<file path="src/rtl/id_hazard_branch.sv">
// id_hazard_branch: IF/ID register, control-flow resolution in ID, load-use and
// branch-operand hazard detection, and saturating stall/flush counters.
module id_hazard_branch #(
    parameter int          CNT_W    = 16,
    parameter logic [31:0] NOP_WORD = 32'h00000000
) (
    input  logic             clk,
    input  logic             reset,
    input  logic [31:0]      Instruction_if,
    input  logic [31:0]      PC,
    input  logic [31:0]      RsData,
    input  logic [31:0]      RtData,
    input  logic             MemRead_ex,
    input  logic             RegWrite_ex,
    input  logic [4:0]       WriteReg_ex,
    input  logic             MemRead_mem,
    input  logic [4:0]       WriteReg_mem,
    output logic             Branch,
    output logic             Jump,
    output logic [31:0]      JumpAddr,
    output logic             IFWrite,
    output logic [31:0]      Instruction_id,
    output logic [31:0]      NextPC_id,
    output logic             Bubble_id,
    output logic [CNT_W-1:0] StallCnt,
    output logic [CNT_W-1:0] FlushCnt
);
    logic [31:0]      r_instr, r_npc;
    logic             r_valid;
    logic [CNT_W-1:0] r_scnt, r_fcnt;
    logic [5:0]       w_op;
    logic [4:0]       w_rs, w_rt;
    logic [15:0]      w_imm;
    logic             w_beq, w_bne, w_jmp, w_uses_rt;
    logic             w_ex_hit, w_mem_hit, w_load_use, w_br_haz, w_stall, w_redir;

    assign w_op      = r_instr[31:26];
    assign w_rs      = r_instr[25:21];
    assign w_rt      = r_instr[20:16];
    assign w_imm     = r_instr[15:0];
    assign w_beq     = w_op == 6'b000100;
    assign w_bne     = w_op == 6'b000101;
    assign w_jmp     = w_op == 6'b000010 || w_op == 6'b000011;
    assign w_uses_rt = w_op == 6'b000000 || w_beq || w_bne || w_op[5:3] == 3'b101;

    assign w_ex_hit  = WriteReg_ex != 5'd0 && (WriteReg_ex == w_rs || WriteReg_ex == w_rt);
    assign w_mem_hit = WriteReg_mem != 5'd0 && (WriteReg_mem == w_rs || WriteReg_mem == w_rt);
    // Jumps carry target bits in the rs/rt fields, so they are excluded from hazards.
    assign w_load_use = r_valid && !w_jmp && MemRead_ex && WriteReg_ex != 5'd0 &&
                        (WriteReg_ex == w_rs || (w_uses_rt && WriteReg_ex == w_rt));
    assign w_br_haz   = r_valid && (w_beq || w_bne) &&
                        ((RegWrite_ex && w_ex_hit) || (MemRead_mem && w_mem_hit));
    assign w_stall    = w_load_use || w_br_haz;

    assign Branch   = r_valid && !w_stall &&
                      ((w_beq && RsData == RtData) || (w_bne && RsData != RtData));
    assign Jump     = r_valid && w_jmp;
    assign w_redir  = Branch || Jump;
    assign JumpAddr = Jump ? {r_npc[31:28], r_instr[25:0], 2'b00}
                           : r_npc + {{14{w_imm[15]}}, w_imm, 2'b00};
    assign IFWrite        = !w_stall;
    assign Bubble_id      = w_stall;
    assign Instruction_id = r_instr;
    assign NextPC_id      = r_npc;
    assign StallCnt       = r_scnt;
    assign FlushCnt       = r_fcnt;

    always_ff @(posedge clk or posedge reset) begin
        if (reset) begin
            r_instr <= NOP_WORD;
            r_npc   <= '0;
            r_valid <= 1'b0;
            r_scnt  <= '0;
            r_fcnt  <= '0;
        end else begin
            if (!w_stall) begin
                r_instr <= w_redir ? NOP_WORD : Instruction_if;
                r_npc   <= w_redir ? 32'd0 : PC + 32'd4;
                r_valid <= !w_redir;
            end
            if (w_stall && r_scnt != '1) r_scnt <= r_scnt + CNT_W'(1);
            if (w_redir && r_fcnt != '1) r_fcnt <= r_fcnt + CNT_W'(1);
        end
    end
endmodule
</file>
<file path="config.mk">
export PLATFORM = sky130hd
export DESIGN_NAME = id_hazard_branch
export DESIGN_NICKNAME = d
export VERILOG_FILES = /design/src/rtl/id_hazard_branch.sv
export SDC_FILE = /design/constraint.sdc
export NUM_CORES = 1
export LEC_CHECK = 0
export CAP_MARGIN = 25
export CELL_PAD_IN_SITES_DETAIL_PLACEMENT = 0
export CELL_PAD_IN_SITES_GLOBAL_PLACEMENT = 1
export CORE_AREA = 8 8 164 166
export CTS_BUF_LIST = sky130_fd_sc_hd__clkbuf_4 sky130_fd_sc_hd__clkbuf_8
export DETAILED_ROUTE_END_ITERATION = 7
export DIE_AREA = 0 0 172 174
export GPL_TIMING_DRIVEN = 1
export HOLD_SLACK_MARGIN = 0.06
export PLACE_DENSITY = 0.75
export SLEW_MARGIN = 20
export SYNTH_ARGS = -nofsm -noshare
export SYNTH_HDL_FRONTEND = slang
export SYNTH_SLANG_ARGS = --single-unit
</file>
<file path="constraint.sdc">
create_clock -name clk -period 3.67 [get_ports clk]
set_clock_uncertainty 0.1 [all_clocks]
set_input_delay 0.734 -clock clk [delete_from_list [all_inputs] [get_ports clk]]
set_output_delay 0.734 -clock clk [all_outputs]
set_load 0.005 [all_outputs]
</file>
# Word level (Yosys, flattened, before mapping)
# Index checks and enable logic that the tools add are counted.
dict set report op_classes {
  div_mod_pow 0
  n_mux 3
  n_bitwise 0
  n_mul 0
  add_sub_neg 4
  eq_ne 13
  n_reduce_logical 36
  magnitude_cmp 0
  n_shift 0
}
# op n
set op_table {}
lappend op_table {{$mux W32} 3}
lappend op_table {{$add A16 B1 Y16 const B} 2}
lappend op_table {{$add A32 B3 Y32 const B} 1}
lappend op_table {{$add A32 B32 Y32} 1}
lappend op_table {{$eq A32 B32 Y1} 1}
lappend op_table {{$ne A16 B16 Y1 const B} 2}
lappend op_table {{$ne A32 B32 Y1} 1}
lappend op_table {{$eq A5 B5 Y1} 4}
lappend op_table {{$logic_and A1 B1 Y1} 18}
lappend op_table {{$eq A6 B2 Y1 const B} 2}
lappend op_table {{$eq A6 B3 Y1 const B} 2}
lappend op_table {{$logic_or A1 B1 Y1} 12}
lappend op_table {{$reduce_bool A5 Y1} 2}
lappend op_table {{$logic_not A6 Y1} 1}
lappend op_table {{$eq A3 B3 Y1 const B} 1}
lappend op_table {{$logic_not A1 Y1} 3}
dict set report totals {
  mem_count 0
  ram_bits 0
  elab_cells 61
  out_inout_bits 132
  regBits 97
  rom_bits 0
  latch_bits 0
}

# Longest topological paths before layout
# Gate-level depths: netlist of run 1.
dict set report depth {
  ltp_word 13
  ltp_mapped 11
}

# Worst setup path before layout of run 1
# Ideal clock, no wire load.
dict set report synth_timing {
  path_kind {register to output}
  start {reg r_instr[0], in the netlist Instruction_id[0]}
  end {out JumpAddr[30]}
  t_arrival_ps 2775
  path_buffers 0
  path_slack_ps 61
  stages_incl_launch_ff 12
  path_cell_list {dfrtp_1 -> ha_1 -> fa_1 -> a211oi_1 -> o21ai_0 -> a31oi_1 -> o31ai_2 -> a21oi_1 -> o211a_1 -> o21ai_2 -> nor4b_1 -> a311oi_1}
}
dict set report synth_via {
  elab_chain_cells 2
}
# element line_no
set synth_rtl {}
lappend synth_rtl {{start, declared} 28} ;# logic [31:0] r_instr, r_npc;
lappend synth_rtl {{start signal, assigned} 77} ;# r_instr <= w_redir ? NOP_WORD : Instruction_if;
lappend synth_rtl {{$add A32 B32 Y32} 60} ;# : r_npc + {{14{w_imm[15]}}, w_imm, 2'b00};
lappend synth_rtl {{$mux W32} 59} ;# assign JumpAddr = Jump ? {r_npc[31:28], r_instr[25:0], 2'b00}
lappend synth_rtl {{end, declared} 20} ;# output logic [31:0] JumpAddr,
# Every way passes these cells.

# Worst setup path in the final report of run 1
dict set report layout_timing {
  start {reg r_npc[6], in the netlist NextPC_id[6]}
  end {out JumpAddr[23]}
}
dict set report layout_via {
  elab_chain_cells 2
}
# element line_no
set layout_rtl {}
lappend layout_rtl {{start, declared} 28}
lappend layout_rtl {{start signal, assigned} 78} ;# r_npc <= w_redir ? 32'd0 : PC + 32'd4;
lappend layout_rtl {{$add A32 B32 Y32} 60}
lappend layout_rtl {{$mux W32} 59}
# Every way passes these cells.

==> results of run 1 <==
state kept, by name, indices dropped and copies added, names as in the netlist:
signal          flops
Instruction_id     32
StallCnt           16
NextPC_id          32
r_valid             1
FlushCnt           16
kinds of logic (layout without fill, tap and decap cells):
logic type,after synthesis,in the layout,share of synthesized area
XOR/XNOR,133,133,0.169
flip-flops,97,97,0.352
AO/OA/AOI/OAI,180,180,0.163
AND/OR/NAND/NOR,323,323,0.217
adder cells (fa/ha/maj),33,33,0.0610
multiplexers,2,2,0.00327
buffers and inverters,51,467,0.0343
other,0,1,0
cell usage after synthesis (2+ instances only):
cell type	n	share of area
a21oi_1	47	0.034
and4_1	3	0.0038
and3_1	19	0.017
mux2_2	2	0.0033
buf_1	2	0.0011
nand2_2	2	0.0018
nor2b_1	2	0.0018
nor2_1	44	0.024
or4_1	3	0.0033
a211oi_1	4	0.0044
o31ai_1	29	0.032
buf_6	4	0.0065
xnor2_1	78	0.099
ha_1	32	0.058
a211o_1	2	0.0025
buf_2	9	0.0065
nor3_1	18	0.013
a21o_1	11	0.012
and2_1	8	0.0073
dfrtp_1	97	0.35
nor4_1	2	0.0018
nand2_1	154	0.084
nor3b_1	2	0.0022
nor3_2	2	0.0029
nand2b_1	2	0.0018
inv_1	18	0.0098
clkbuf_1	16	0.0087
nand4_1	26	0.024
o21ai_0	63	0.046
xor2_1	55	0.070
or3_1	3	0.0027
a31oi_1	3	0.0027
o21bai_1	4	0.0044
nand3_1	29	0.021
what timing repair did:
action,in CTS,in global routing
endpoints found under the setup margin,33,30
buffers inserted,16,10
pin swaps,60,47
gates resized for setup,167,25
path summary, 6_finish.rpt:
path                                    start                 to  slack (ns)
setup / recovery                 NextPC_id[6]       JumpAddr[23]       -0.50
hold / removal                    StallCnt[8]        StallCnt[8]        0.39
setup reg to reg           Instruction_id[29]       StallCnt[12]        0.86
hold reg to reg                   StallCnt[8]        StallCnt[8]        0.39
max in group asynchronous               reset      NextPC_id[18]        2.08
min in group asynchronous               reset  Instruction_id[7]        0.69
report_power, final:
| part | internal (mW) | total [mW] | switching, mW | leakage (nW) |
|---|---|---|---|---|
| clock | 0.416 | 0.844 | 0.428 | 0.114 |
| combinational | 1.14 | 2.04 | 0.897 | 3.67 |
| sequential | 1.17 | 1.28 | 0.111 | 1.19 |
| total | 2.73 | 4.16 | 1.44 | 4.97 |
final cells by class:
type	count	area, µm²	share of cell area
multi-input combinational	671	4560	0.392
antenna	1	2.50	0.000215
timing repair buffer	432	3920	0.337
clock inverter	5	85.1	0.00731
inverter	19	82.6	0.00710
clock buffer	11	145	0.0125
tap	330	413	0.0355
sequential	97	2430	0.209
through the flow:
step,instances,area [µm²]
floorplan,819,6890
global placement,1528,11000
detailed placement,1528,11000
CTS,1558,11500
global route,1566,11600
finish,1566,11600
placed cells by master, fill, tap and decap left out, drive strengths merged, types with 32 or more instances in the layout:
master / netlist / final
a21oi: 47 / 47
buf: 16 / 180
clkdlybuf4s50: 0 / 240
dfrtp: 97 / 97
ha: 32 / 32
nand2: 156 / 156
nor2: 44 / 44
o21ai: 65 / 65
xnor2: 78 / 78
xor2: 55 / 55
worst max-delay path, delay by kind of cell (launching register included):
family	cells	cell delay (ns)
simple gates	1	0.17
fa+ha+maj	1	0.27
flops	1	0.44
xor+xnor	1	0.13
compound gates	7	1.43
buf+inv	4	0.53
per-layer routing:
metal,share of wire,GRT usage
met1,0.44,0.233
met2,0.49,0.306
met3,0.057,0.0429
met4,0.012,0.0377
met5,0,0
==> run_results.csv, run 1 <==
group,metric,value,unit
status,outcome,"complete, but fails checks",
status,violations,"setup timing",
routing,vias,7313,
synthesis,yosys_warnings,0,
routing,ant_nets,0,
cts,clock_latency,0.39,ns
synthesis,synthArstFlopShare,1.00,
place,io_buffers,274,
timing,worst_pin_slew,0.624,ns
place,dp_hpwl,22200,µm
critical_path,criticalPathCategory,"flop to output port",
synthesis,synth_top_flop_cell,"dfrtp_1",
critical_path,cpPeakStageDelay,0.46,ns
critical_path,critPathMostFrequentCell,"buf_4",
critical_path,r2r_cells,13,
synthesis,synthCells,819,
timing,slew_viol_final,0,
timing,fmax,240,MHz
hold_path,hold_path.class,"flop to flop",
finish,fin_util,0.474,
routing,wl,27800,µm
run,cap_viol_max_count,0,
power,p_total,4.16,mW
synthesis,avgSynthCellArea,8.41,µm²
critical_path,crit_fanout,4,
routing,drc,0,
floorplan,die_y,174,µm
power,power.leakage,4.97,nW
floorplan,io_pins,275,
cts,ctsHoldBuffers,0,
floorplan,core_area,24500,µm²
synthesis,synth_edf_count,0,
cts,cts_buffer_depth,2,
global_route,grt_pass1_wl,42700,µm
critical_path,critical_path_required,2.84,ns
timing,setup_tns,-5.63,ns
critical_path,startpoint_type,"flop",
critical_path,end_kind,"output port",
cts,cts_tree,"done",
global_route,grt-ovfl-total,0,
finish,fillers,2469,
floorplan,dieArea,29900,µm²
timing,setup_ws,-0.503,ns
timing,final_hold_viol_count,0,
floorplan,rows,58,
floorplan,start_util,0.281,
timing,finalSetupViolations,20,
routing,routedWlPerCell,17.8,µm
cts,clk_pin_slew,0.11,ns
finish,syn_to_final_growth,68.9,%
floorplan,die_w,172,µm
synthesis,synth_cell_types,58,
routing,drtIter0Drc,402,
cts,clock-sinks,97,
timing,period_share,1.14,
critical_path,critical_path_arrival,3.34,ns
routing,dr.pass1.iters,4,
timing,hold-worst-slack,0.392,ns
critical_path,crit_chain,"ha_4 -> and3_4 -> a2111o_1 -> a211o_4 -> buf_4 -> buf_6 -> a21oi_4 -> o21bai_1 -> a21oi_2 -> buf_4 -> o21ai_2 -> xnor2_1 -> a21oi_1 -> buf_2",
cts,numCtsBuffers,9,
critical_path,cp_slowest_cell,"a2111o_1",
cts,clockRootBuffer,"clkbuf_8",
global_route,grt_max_degree,47,
synthesis,mappedNetlistArea,6890,µm²
synthesis,syn_nets,995,
power,power_density,358,nW/µm²
synthesis,ys_seq_area_frac,0.352,
routing,avgViaCountPerCell,4.67,
cts,htreeDepth,3,
timing,slew_headroom,0.584,
timing,min_period,4.17,ns
place,dp_slack,-0.617,ns
finish,drive_above_1_share,0.208,
power,ir_drop,0.211,mV
global_route,antenna_found_initial,1,
place,gp_congestion,0.869,
finish,num-nets-final,1406,
global_route,grt_pass1_vias,7605,
timing,rsz0062_at_grt,"yes",
global_route,grt.total_usage,0.182,
hold_path,min_path_cells,1,
synthesis,synth-seq-cells,97,
Power figures use the tool's default switching activity.
==> run 2, diff against run 1 <==
Settings changed: CORE_AREA 8 8 164 166 to 8 8 150 152, DIE_AREA 0 0 172 174 to 0 0 158 160, PLACE_DENSITY 0.75 to not set, PLACE_DENSITY_LB_ADDON set to 0.1.
Clock period 3.67 ns to 5.05 ns, I/O delays scaled along.
==> run 2 against run 1 <==
Compared with the run above: the flow now finishes without violations; hold slack improved by 0.0075 ns; cell count is 13% lower; clock power down 40%; clock-buffer cell count is 2 lower; routed wire length down 11%; die area down 16%; highest routed layer is now met5.
==> run_results.csv, run 2 (synthesized netlist as in run 1, its figures left out) <==
group,metric,value,unit
critical_path,criticalPathCategory,"flop to output port",
floorplan,dieArea,25300,µm²
floorplan,die_w,158,µm
critical_path,crit_buf_inv,2,
cts,ctsHoldBuffers,0,
timing,setup_tns,0,ns
global_route,grt_pass1_wl,38300,µm
timing,rsz0062_at_grt,"no",
place,io_buffers,274,
timing,finalSetupViolations,0,
critical_path,cp_slowest_cell,"clkdlybuf4s50_1",
finish,syn_to_final_growth,48.6,%
critical_path,startpoint_type,"flop",
run,cap_viol_max_count,0,
cts,cts_tree,"done",
routing,drtIter0Drc,374,
floorplan,io_pins,275,
timing,worst_pin_slew,0.768,ns
critical_path,crit_fanout,5,
routing,dr.pass1.iters,4,
timing,period_share,0.961,
global_route,grt.total_usage,0.192,
finish,drive_above_1_share,0.0594,
global_route,antenna_found_initial,2,
finish,fillers,2029,
cts,clockRootBuffer,"clkbuf_8",
routing,ant_nets,0,
routing,routedWlPerCell,18.2,µm
finish,stdcell_area,10200,µm²
floorplan,die_y,160,µm
routing,wl,24900,µm
cts,htreeDepth,3,
power,p_total,2.67,mW
routing,vias,6781,
power,power.leakage,4.17,nW
floorplan,start_util,0.344,
floorplan,rows,52,
critical_path,critical_path_required,3.94,ns
critical_path,crit_chain,"ha_1 -> a21o_1 -> a2111o_1 -> a211o_4 -> nand3_2 -> nand2_2 -> o41ai_4 -> buf_4 -> xor2_1 -> a21oi_1 -> clkdlybuf4s50_1",
cts,cts_buffer_depth,2,
finish,fin_util,0.511,
timing,slew_viol_final,0,
cts,clock-sinks,97,
power,ir_drop,0.124,mV
power,power_density,260,nW/µm²
finish,mostFrequentLayoutCells,"clkdlybuf4s50_1, nand2_1, dfrtp_1",
floorplan,core_area,20000,µm²
global_route,grt-ovfl-total,0,
finish,num-nets-final,1265,
finish,layout_commonest_cell,"clkdlybuf4s50_1",
timing,min_period,4.85,ns
cts,clk_pin_slew,0.11,ns
critical_path,end_kind,"output port",
place,dp_hpwl,19700,µm
cts,numCtsBuffers,9,
global_route,grt_pass1_vias,6734,
timing,fmax,206,MHz
critical_path,r2r_slack,1.62,ns
timing,final_hold_viol_count,0,
timing,slew_headroom,0.484,
critical_path,cpPeakStageDelay,0.54,ns
global_route,grt_max_degree,58,
cts,clock_latency,0.38,ns
critical_path,critical_path_arrival,3.74,ns
status,outcome,"complete, no violations",
place,gp_congestion,0.835,
place,placed_area,9930,µm²
routing,drc,0,
routing,avgViaCountPerCell,4.97,
hold_path,hold_path.class,"flop to flop",
critical_path,crit_family,"compound AO/OA/AOI/OAI gates",
[run 2: cell count changes in the layout (fill, tap and decap cells not counted), moves of 5 or more]
cell,change
a21oi_1,+7
o21ai_1,-9
clkdlybuf4s50_1,+33
buf_4,-126
o21ai_0,+14
xnor2_1,+5
buf_2,-18
buf_6,-16
dlygate4sd2_1,-11
[run 2: worst register-to-register path, stage by stage, from the launching register on]
cell and delay (ns):
dfrtp_1 0.50, xnor2_1 0.20, nand3_1 0.10, nor3_1 0.27, a21oi_1 0.06, or4_1 0.55, and2_2 0.30, clkinv_2 0.09
buf_4 0.37, buf_4 0.58, o31ai_1 0.17
[run 2: power breakdown]
| part | leakage, nW | internal [mW] | total (mW) | switching (mW) |
|---|---|---|---|---|
| Sequential | 1.19 | 0.850 | 0.951 | 0.101 |
| Combinational | 2.88 | 0.686 | 1.21 | 0.523 |
| Clock | 0.0936 | 0.189 | 0.506 | 0.317 |
[run 2: final cells by class]
cell class,count,area (µm²),share of cell area
timing repair buffer,291,2890,0.283
sequential,97,2430,0.237
multi-input combinational,671,4320,0.422
antenna,1,2.50,0.000244
tap,270,338,0.0330
clock buffer,9,124,0.0121
inverter,19,75.1,0.00733
clock inverter,7,61.3,0.00599
[run 2: final timing paths]
kind                                         start       endpoint  cells after the start
worst max-delay path             Instruction_id[1]   JumpAddr[27]                     11
worst min-delay path                  StallCnt[11]   StallCnt[11]                      1
worst max register to register  Instruction_id[22]  NextPC_id[19]                     10
worst min register to register        StallCnt[11]   StallCnt[11]                      1
max in group asynchronous                    reset  NextPC_id[18]                      3
min in group asynchronous                    reset   StallCnt[14]                      2
[run 2: layer usage]
layer / global-route usage / up-vias / routed length [µm]
met4: 0.0352 / 2 / 175
met3: 0.0605 / 16 / 1950
li1: - / 3399 / -
met5: 0 / - / 11
met2: 0.313 / 178 / 11800
met1: 0.246 / 3186 / 10900
[run 2: through the flow]
step | worst slack [ns] | instances | hold WS (ns)
3_5_place_dp | 0.268 | 1344 | 0.381
3_3_place_gp | 0.333 | 1343 | 0.379
4_1_cts | 0.0456 | 1360 | 0.399
5_1_grt | 0.0304 | 1365 | 0.427
2_1_floorplan | 1.16 | 819 | 0.378
6_report | 0.195 | 1365 | 0.399
[run 2: repair_timing]
item	in CTS	in global routing
gates cloned	0	0
endpoints found under the setup margin	4	9
setup buffers	0	4
gates resized for setup	3	14
pin swaps	0	7
